### src/rtl/matrix_pkg.sv
// matrix_pkg: definitions shared across the matrix-multiplier blocks.
//   DEFAULT_DATA_W : default operand word width in bits
//   sel_width()    : index width for a bank of 'depth' entries, clog2 with a
//                    floor of one bit so single-entry banks still get a port
package matrix_pkg;

  localparam int DEFAULT_DATA_W = 16;

  function automatic int sel_width(input int depth);
    return (depth <= 2) ? 1 : $clog2(depth);
  endfunction

endpackage

### src/rtl/operand_bank.sv
// operand_bank: one operand channel of the matrix operand loader. It holds
// DEPTH element registers, a per-element written mask, a sequential fill
// pointer and a sticky out-of-range index flag.
//   clk, rst   : clock, synchronous active-high reset
//   clear      : synchronous clear of registers, mask, pointer and flag
//   seq_mode   : 1 = fill at the internal pointer, 0 = fill at sel
//   valid/ready: write handshake; a write happens on valid && ready
//   sel, data  : element index (addressed mode only) and write data
//   regs       : flattened bank, element i at [i*DATA_W +: DATA_W]
//   full       : every element written since the last clear/reset
//   err        : sticky, set by an addressed write with sel >= DEPTH
module operand_bank
  import matrix_pkg::*;
#(
  parameter int DATA_W = DEFAULT_DATA_W,
  parameter int DEPTH  = 4,
  localparam int SEL_W = sel_width(DEPTH),
  localparam int PTR_W = sel_width(DEPTH + 1)
) (
  input  logic                    clk,
  input  logic                    rst,
  input  logic                    clear,
  input  logic                    seq_mode,
  input  logic                    valid,
  input  logic [SEL_W-1:0]        sel,
  input  logic [DATA_W-1:0]       data,
  output logic                    ready,
  output logic [DEPTH*DATA_W-1:0] regs,
  output logic                    full,
  output logic                    err
);

  // The pointer needs one extra code so it can park at DEPTH after the last
  // sequential write instead of wrapping onto element 0.
  localparam logic [PTR_W-1:0] PTR_MAX = PTR_W'(DEPTH);

  logic [DEPTH-1:0][DATA_W-1:0] mem_p0;
  logic [DEPTH-1:0]             mask_p0;
  logic [PTR_W-1:0]             ptr_p0;
  logic                         err_p0;

  logic             wr_fire;
  logic             wr_en;
  logic             ptr_inc;
  logic             sel_bad;
  logic [SEL_W-1:0] wr_idx;

  assign full    = &mask_p0;
  assign regs    = mem_p0;
  assign err     = err_p0;
  // In sequential mode a parked pointer implies a full mask, so !full is
  // sufficient to block writes past the end.
  assign ready   = !rst && !clear && (seq_mode ? !full : 1'b1);
  assign wr_fire = valid && ready;

  always_comb begin
    wr_en   = 1'b0;
    ptr_inc = 1'b0;
    sel_bad = 1'b0;
    wr_idx  = '0;
    if (wr_fire) begin
      if (seq_mode) begin
        if (ptr_p0 < PTR_MAX) begin
          wr_en   = 1'b1;
          ptr_inc = 1'b1;
          wr_idx  = SEL_W'(ptr_p0);
        end
      end else if (PTR_W'(sel) >= PTR_MAX) begin
        sel_bad = 1'b1;
      end else begin
        wr_en  = 1'b1;
        wr_idx = sel;
      end
    end
  end

  // Stage p0: element registers, written mask, fill pointer, error flag
  always_ff @(posedge clk) begin
    if (rst || clear) begin
      mem_p0  <= '0;
      mask_p0 <= '0;
      ptr_p0  <= '0;
      err_p0  <= 1'b0;
    end else begin
      if (wr_en) begin
        mem_p0[wr_idx]  <= data;
        mask_p0[wr_idx] <= 1'b1;
      end
      if (ptr_inc) begin
        ptr_p0 <= ptr_p0 + PTR_W'(1);
      end
      if (sel_bad) begin
        err_p0 <= 1'b1;
      end
    end
  end

endmodule

### src/rtl/matrix_operand_loader.sv
// matrix_operand_loader: loads the A and B operand banks of the matrix
// multiplier through two independent write channels.
//   clk, rst          : clock, synchronous active-high reset
//   seq_mode          : 1 = sequential fill, 0 = addressed fill via *_sel
//   clear             : synchronous clear of both banks, pointers and flags
//   a_valid/a_ready   : A write handshake, a_sel/a_data index and data
//   b_valid/b_ready   : B write handshake, b_sel/b_data index and data
//   a_regs, b_regs    : flattened banks, element i at [i*DATA_W +: DATA_W]
//   a_full, b_full    : bank completely written since last clear/reset
//   load_done         : one-cycle pulse after both banks first become full
//   sel_err           : sticky out-of-range addressed write on either bank
module matrix_operand_loader
  import matrix_pkg::*;
#(
  parameter int DATA_W  = DEFAULT_DATA_W,
  parameter int A_DEPTH = 4,
  parameter int B_DEPTH = 8,
  localparam int A_SEL_W = sel_width(A_DEPTH),
  localparam int B_SEL_W = sel_width(B_DEPTH)
) (
  input  logic                      clk,
  input  logic                      rst,
  input  logic                      seq_mode,
  input  logic                      clear,
  input  logic                      a_valid,
  input  logic [A_SEL_W-1:0]        a_sel,
  input  logic [DATA_W-1:0]         a_data,
  output logic                      a_ready,
  input  logic                      b_valid,
  input  logic [B_SEL_W-1:0]        b_sel,
  input  logic [DATA_W-1:0]         b_data,
  output logic                      b_ready,
  output logic [A_DEPTH*DATA_W-1:0] a_regs,
  output logic [B_DEPTH*DATA_W-1:0] b_regs,
  output logic                      a_full,
  output logic                      b_full,
  output logic                      load_done,
  output logic                      sel_err
);

  logic a_err;
  logic b_err;
  logic both_full;
  logic done_seen_p1;

  operand_bank #(
    .DATA_W(DATA_W),
    .DEPTH (A_DEPTH)
  ) u_a_bank (
    .clk     (clk),
    .rst     (rst),
    .clear   (clear),
    .seq_mode(seq_mode),
    .valid   (a_valid),
    .sel     (a_sel),
    .data    (a_data),
    .ready   (a_ready),
    .regs    (a_regs),
    .full    (a_full),
    .err     (a_err)
  );

  operand_bank #(
    .DATA_W(DATA_W),
    .DEPTH (B_DEPTH)
  ) u_b_bank (
    .clk     (clk),
    .rst     (rst),
    .clear   (clear),
    .seq_mode(seq_mode),
    .valid   (b_valid),
    .sel     (b_sel),
    .data    (b_data),
    .ready   (b_ready),
    .regs    (b_regs),
    .full    (b_full),
    .err     (b_err)
  );

  assign both_full = a_full && b_full;
  assign sel_err   = a_err | b_err;

  // Stage p1: edge detect on both_full; done_seen_p1 suppresses repeats
  // (e.g. after an overwrite) until the next clear/reset.
  always_ff @(posedge clk) begin
    if (rst || clear) begin
      load_done    <= 1'b0;
      done_seen_p1 <= 1'b0;
    end else begin
      load_done <= both_full && !done_seen_p1;
      if (both_full) begin
        done_seen_p1 <= 1'b1;
      end
    end
  end

endmodule

### config.mk
export PLATFORM = sky130hd
export DESIGN_NAME = matrix_operand_loader
export DESIGN_NICKNAME = d
export VERILOG_FILES = /design/src/rtl/matrix_pkg.sv /design/src/rtl/operand_bank.sv /design/src/rtl/matrix_operand_loader.sv
export SDC_FILE = /design/constraint.sdc
export NUM_CORES = 1
export LEC_CHECK = 0
export ABC_CLOCK_PERIOD_IN_PS = 3750
export BUFFER_PORTS_ARGS = -buffer_cell sky130_fd_sc_hd__buf_2
export CAP_MARGIN = 20
export CORE_MARGIN = 5
export CORE_UTILIZATION = 35
export CTS_CLUSTER_DIAMETER = 100
export DETAILED_ROUTE_END_ITERATION = 6
export PLACE_DENSITY = 0.57
export SLEW_MARGIN = 20
export SYNTH_ARGS = -nofsm -noshare
export SYNTH_HDL_FRONTEND = slang
export SYNTH_HIERARCHICAL = 1
export SYNTH_SLANG_ARGS = --single-unit
### constraint.sdc
create_clock -name clk -period 3.75 [get_ports clk]
set_input_delay 0.75 -clock clk [delete_from_list [all_inputs] [get_ports clk]]
set_output_delay 0.75 -clock clk [all_outputs]
set_load 0.005 [all_outputs]
==> results of run 1 <==
[per-stage QoR]
step	hold WS [ns]	power, mW	std cells
2_1_floorplan	0.411	2.47	792
3_3_place_gp	0.419	2.55	1310
3_5_place_dp	0.421	2.55	1310
4_1_cts	0.431	4.80	1349
5_1_grt	0.445	4.91	1349
6_report	0.431	4.72	1349
[worst max-delay path by stage]
stage	to	slack (ns)	cells after the start
finish	b_ready	1.12	5
global route	b_ready	0.98	5
CTS	b_ready	1.13	5
detailed placement	u_b_bank/regs[72]$_SDFFE_PP0P_	1.04	6
global placement	u_b_bank/regs[75]$_SDFFE_PP0P_	1.01	6
floorplan	u_b_bank/regs[119]$_SDFFE_PP0P_	1.60	7
[registers in the layout (all words and copies together) (netlist names)]
| signal | flops |
|---|---|
| done_seen_p1 | 1 |
| load_done | 1 |
| u_a_bank/mask_p0 | 4 |
| u_a_bank/ptr_p0 | 3 |
| u_a_bank/regs | 64 |
| u_b_bank/mask_p0 | 8 |
| u_b_bank/ptr_p0 | 4 |
| u_b_bank/regs | 128 |
[layout by cell type, fill, tap and decap left out, drive strengths merged, types with 2 or more instances in the layout]
| cell | n |
|---|---|
| and2 | 2 |
| or2 | 3 |
| nor3b | 4 |
| ha | 2 |
| o21a | 5 |
| o31ai | 2 |
| and3b | 2 |
| clkinv | 5 |
| or4 | 2 |
| inv | 16 |
| conb | 2 |
| nor2 | 10 |
| nand4 | 6 |
| buf | 255 |
| nor4 | 2 |
| nand2 | 226 |
| nand3b | 2 |
| o221ai | 3 |
| xor2 | 2 |
| dfxtp | 213 |
| nor3 | 4 |
| clkbuf | 33 |
| a21oi | 16 |
| and4bb | 2 |
| and2b | 2 |
| o21ai | 4 |
| mux2i | 193 |
| nand3 | 6 |
[power breakdown]
part	internal [mW]	leakage [nW]	total, mW	switching (mW)
Combinational	0.0752	3.35	0.210	0.135
Clock	1.34	0.377	2.22	0.879
Sequential	2.28	1.72	2.29	0.00891
Total	3.69	5.44	4.72	1.02
[metal layers]
layer | up-vias | share of wire | wire length (um)
met4 | 0 | 0.027 | 592
li1 | 3108 | - | -
met3 | 38 | 0.085 | 1880
met2 | 202 | 0.44 | 9700
met1 | 2877 | 0.45 | 10000
met5 | - | 0 | 0
[cell families (layout without fill, tap and decap cells)]
family / Yosys count / after routing / synth area share
other cells: 2 / 2 / 0.000923
compound gates: 35 / 35 / 0.0349
fa+ha+maj: 2 / 2 / 0.00307
simple gates: 279 / 279 / 0.154
flops: 213 / 213 / 0.524
mux: 193 / 193 / 0.237
buf+inv: 66 / 310 / 0.0438
xor+xnor: 2 / 2 / 0.00215
[worst max-delay path: cells and delay by family]
family | cells | cell delay (ns)
and+or+nand+nor | 2 | 0.50
buffers and inverters | 3 | 0.62
[final cells by class]
cell class / count / area, um^2
Multi-Input combinational cell: 513 / 3540
Fill cell: 2204 / 12400
Clock buffer: 33 / 693
Sequential cell: 213 / 4260
Tap cell: 313 / 392
Inverter: 16 / 60.1
Timing Repair Buffer: 255 / 1350
Clock inverter: 6 / 55.1
==> impl_metrics.ini, run 1 <==
[min_path]
hold_path_end = load_done$_SDFF_PP0_
holdCritStartpoint = done_seen_p1$_SDFFE_PP0P_
hold_depth = 1
hold_path_class = reg -> reg

[logic_synthesis]
synth_edf_count = 0
netlist_instances = 792
yosysSeqAreaShare = 0.524
synth_cell_types = 50
synth_nets = 837
synth_commonest_cells = 226 x nand2_1, 213 x dfxtp_1, 193 x mux2i_1
ys_ff_latch = 213
ys.flop_type = dfxtp_1
yosysWarningCount = 6
synthArstFlopShare = 0
syn_area_um2 = 8140
syn_avg_cell_area_um2 = 10.3
synth_most_common_cell = nand2_1
synth_top_area_frac = 0.524
ys_top_cells_by_area = dfxtp_1 52%, mux2i_1 24%, nand2_1 10%, clkbuf_1 1.1%, a21oi_1 0.98%
yosysTopAreaCell = dfxtp_1

[layout]
finalInstanceArea_um2 = 10400
final_core_util = 0.455
n_antenna_cell = 0
area_growth_pct = 27.3
nets = 1067
drive_above_1_share = 0.304

[setup_path]
critical-path-max-stage-delay_ns = 0.42
path_cells = buf_2 -> inv_1 -> nor3_1 -> nor2_1 -> buf_2
startpoint_type = input port
reg2reg_slack_ns = 1.71
critical-path-slowest-cell = nor3_1
criticalPathCategory = in -> out
r2r.worst_path.cells = 5
end_kind = output port
r2r-end = u_b_bank/regs[72]$_SDFFE_PP0P_
critical_path_arrival_ns = 1.88
timing.rr.start = u_b_bank/mask_p0[6]$_SDFFE_PP0P_
cp_common_cell = buf_2
critPathRequiredTime_ns = 3.00
crit_start = seq_mode
worst-path-max-fanout = 23

[global_route]
use_met3 = 0.0501
grt_busiest_layer = met2
grt_first_pass_wirelength_um = 34500
grt_use_met2 = 0.256
grt_pass1_vias = 6152
grtUsageTotal = 0.161
overflow = 0
grt_max_degree = 82
met1_usage = 0.211
grt_antenna_before_repair = 0

[clocking]
clockBufferDepth = 3
cts_buffers = 23
clkTransAtPathRegs_ns = 0.06
postCtsHoldBufs = 0
post_cts_resized = 0
cts_setup_buffers = 0
cts_tree = done
cts-root-buf = clkbuf_16
numClockSinks = 213
htreeDepth = 1
clk_latency_ns = 0.50

[sta]
clock_skew_ns = 0.00588
setup_ws_ns = 1.12
slew_viol_final = 0
timing.fmax_ghz = 0.381
fin_crit_ns = 2.63
slew_headroom = 0.425
rsz0062_at_grt = false
tns_ns = 0
setup_viol = 0
tightest_slew_ns = 0.863
fin_crit_sh = 0.700
hold_viol_final = 0

[floorplan]
core_um2 = 22800
die-area_um2 = 26400
die_y_um = 162
initial_core_util = 0.357
fp-row-count = 55
ios = 241
dieWidth_um = 162

[detailed_routing]
viasPerCell = 4.61
firstDrtPassIters = 4
drc = 0
final_antenna_net_count = 0
drt_iter0_drc = 212
routed_wl_um = 22200
num_vias = 6225
wl_per_cell_um = 16.4

[place]
place_area_um2 = 9610
port_buffers = 239
dpl.hpwl_um = 15600
dp_slack_ns = 1.04
gp_congestion = 0.761

[pwr]
ir_worst_vdd_mv = 0.271
power_density_nw_per_um2 = 456
leakage_nw = 5.44

[run]
drv_cap = 0

[run_status]
status = finished, final reports clean
Note: power is estimated with default switching activity, not from simulation.
==> run 2: changes to the inputs <==
--- a/config.mk
+++ b/config.mk
@@ -5,14 +5,14 @@
 export SDC_FILE = /design/constraint.sdc
 export NUM_CORES = 1
 export LEC_CHECK = 0
-export ABC_CLOCK_PERIOD_IN_PS = 3750
+export ABC_CLOCK_PERIOD_IN_PS = 2200
 export BUFFER_PORTS_ARGS = -buffer_cell sky130_fd_sc_hd__buf_2
 export CAP_MARGIN = 20
 export CORE_MARGIN = 5
 export CORE_UTILIZATION = 35
 export CTS_CLUSTER_DIAMETER = 100
 export DETAILED_ROUTE_END_ITERATION = 6
-export PLACE_DENSITY = 0.57
+export PLACE_DENSITY = 0.59
 export SLEW_MARGIN = 20
 export SYNTH_ARGS = -nofsm -noshare
 export SYNTH_HDL_FRONTEND = slang
==> constraint.sdc (replaced) <==
create_clock -name clk -period 2.2 [get_ports clk]
set_input_delay 0.44 -clock clk [delete_from_list [all_inputs] [get_ports clk]]
set_output_delay 0.44 -clock clk [all_outputs]
set_load 0.005 [all_outputs]
==> run 2 against run 1 <==
  * Sequential power up 70%
  * Core utilization rose by 0.84 points
  * Via count increased by 1.9%
  * Worst setup slack worse by 1.0 ns
  * Register-to-register slack worse by 1.3 ns
  * Final area rose by 1.8%
  * Critical path type is now reg -> out
==> impl_metrics.ini, run 2 (synthesized netlist as in run 1, its figures left out) <==
[floorplan]
die_y_um = 162
initial_core_util = 0.357
die-area_um2 = 26400
dieWidth_um = 162
ios = 241
fp-row-count = 55
core_um2 = 22800

[setup_path]
worst-path-max-fanout = 5
end_kind = output port
critical_path_arrival_ns = 1.68
criticalPathCategory = reg -> out
r2r.worst_path.cells = 5
critPathRequiredTime_ns = 1.76
r2r-end = u_b_bank/regs[4]$_SDFFE_PP0P_
reg2reg_slack_ns = 0.39
startpoint_type = flop
timing.rr.start = u_b_bank/mask_p0[6]$_SDFFE_PP0P_

[clocking]
clkTransAtPathRegs_ns = 0.06
cts_buffers = 23
postCtsHoldBufs = 0
clk_latency_ns = 0.51
cts-root-buf = clkbuf_16
htreeDepth = 1
cts_tree = done
clockBufferDepth = 3
numClockSinks = 213

[sta]
timing.fmax_ghz = 0.471
fin_crit_sh = 0.964
fin_crit_ns = 2.12
tns_ns = 0
rsz0062_at_grt = false
clock_skew_ns = 0.00876
worst_hold_slack_ns = 0.237
setup_viol = 0
hold_viol_final = 0
slew_viol_final = 0

[run]
drv_cap = 0

[detailed_routing]
viasPerCell = 4.66
firstDrtPassIters = 4
final_antenna_net_count = 0
wl_per_cell_um = 16.2
routed_wl_um = 22100
drt_iter0_drc = 279
num_vias = 6345
drc = 0

[min_path]
hold_depth = 2
hold_path_class = in -> reg
holdCritStartpoint = rst
hold_path_end = load_done$_SDFF_PP0_

[global_route]
overflow = 0
grtUsageTotal = 0.158
grt_pass1_vias = 6138
grt_max_degree = 58
grt_antenna_before_repair = 0
grt_first_pass_wirelength_um = 34100

[layout]
nets = 1077
mostFrequentLayoutCell = buf_2
area_growth_pct = 29.6
most-common-layout-cells = 239 x buf_2, 226 x nand2_1, 213 x dfxtp_1
drive_above_1_share = 0.312
n_antenna_cell = 0
n_fill_cell = 2208
largest_reg_flops = 128

[pwr]
power_density_nw_per_um2 = 763
ir_worst_vdd_mv = 0.524
leakage_nw = 5.53

[place]
port_buffers = 239
gp_congestion = 0.771
dpl.hpwl_um = 15700

[run_status]
status = finished, final reports clean
-- run 2: cell count changes in the layout (fill, tap and decap cells not counted), sizes merged --
cell      change
clkinvlp      +2
clkbuf        -2
inv           +1
clkinv        +2
buf          +10
-- run 2: worst max-delay path by stage --
stage               slack (ns)                        startpoint                              end  cells after the start
global route             0.003  u_b_bank/mask_p0[2]$_SDFFE_PP0P_                          b_ready                      5
global placement          0.25                               rst    u_b_bank/regs[6]$_SDFFE_PP0P_                      6
detailed placement        0.23                               rst    u_b_bank/regs[6]$_SDFFE_PP0P_                      6
CTS                       0.02  u_b_bank/mask_p0[6]$_SDFFE_PP0P_                          b_ready                      5
floorplan                 0.36                          seq_mode  u_b_bank/regs[119]$_SDFFE_PP0P_                      7
finish                    0.08  u_b_bank/mask_p0[6]$_SDFFE_PP0P_                          b_ready                      5
-- run 2: what timing repair did --
item                                    4_1_cts  5_1_grt
pin swaps                                     0        1
endpoints found under the setup margin        1        1
resized for setup                             1        0
setup buffers                                 0        1
cloned                                        0        0
-- run 2: power by group --
part           switching [mW]  leakage, nW  internal [mW]
Sequential             0.0157         1.72           3.88
Combinational           0.236         3.44          0.147
Clock                    1.58        0.368           2.20
Total                    1.83         5.53           6.22
-- run 2: through the flow --
step                instance area, um^2  instances  total power [mW]  utilization  worst slack, ns
finish                            10500       1362              8.05        0.463           0.0784
global route                      10500       1362              8.36        0.463          0.00323
CTS                               10500       1361              8.17        0.463           0.0244
detailed placement                 9790       1319              4.37        0.430            0.234
floorplan                          8140        792              4.21            -            0.362
global placement                   9790       1319              4.37        0.430            0.251
-- run 2: cell type report --
cell class,instances,area (um^2),share of cell area
repair buffers,265,1540,0.146
multi-input cells,513,3540,0.336
clock buffers,31,646,0.0612
clock inverters,11,100,0.00949
inverters,16,60.1,0.00569
flip-flops and latches,213,4260,0.404
well taps,313,392,0.0371
-- run 2: critical path: stages (launching register included) --
cell and delay (ns):
dfxtp_1 0.33, nand4_1 0.26, nor3_2 0.26, buf_4 0.15, nor2_1 0.04, buf_2 0.13
-- run 2: layer usage --
layer  global-route usage  vias to the layer above  part of all wire  routed length, um
met4               0.0350                        0             0.017                374
met5                    0                        -                 0                  0
met3               0.0483                       24             0.083               1850
li1                     -                     3137                 -                  -
met2                0.254                      211              0.45               9880
met1                0.210                     2973              0.45              10000
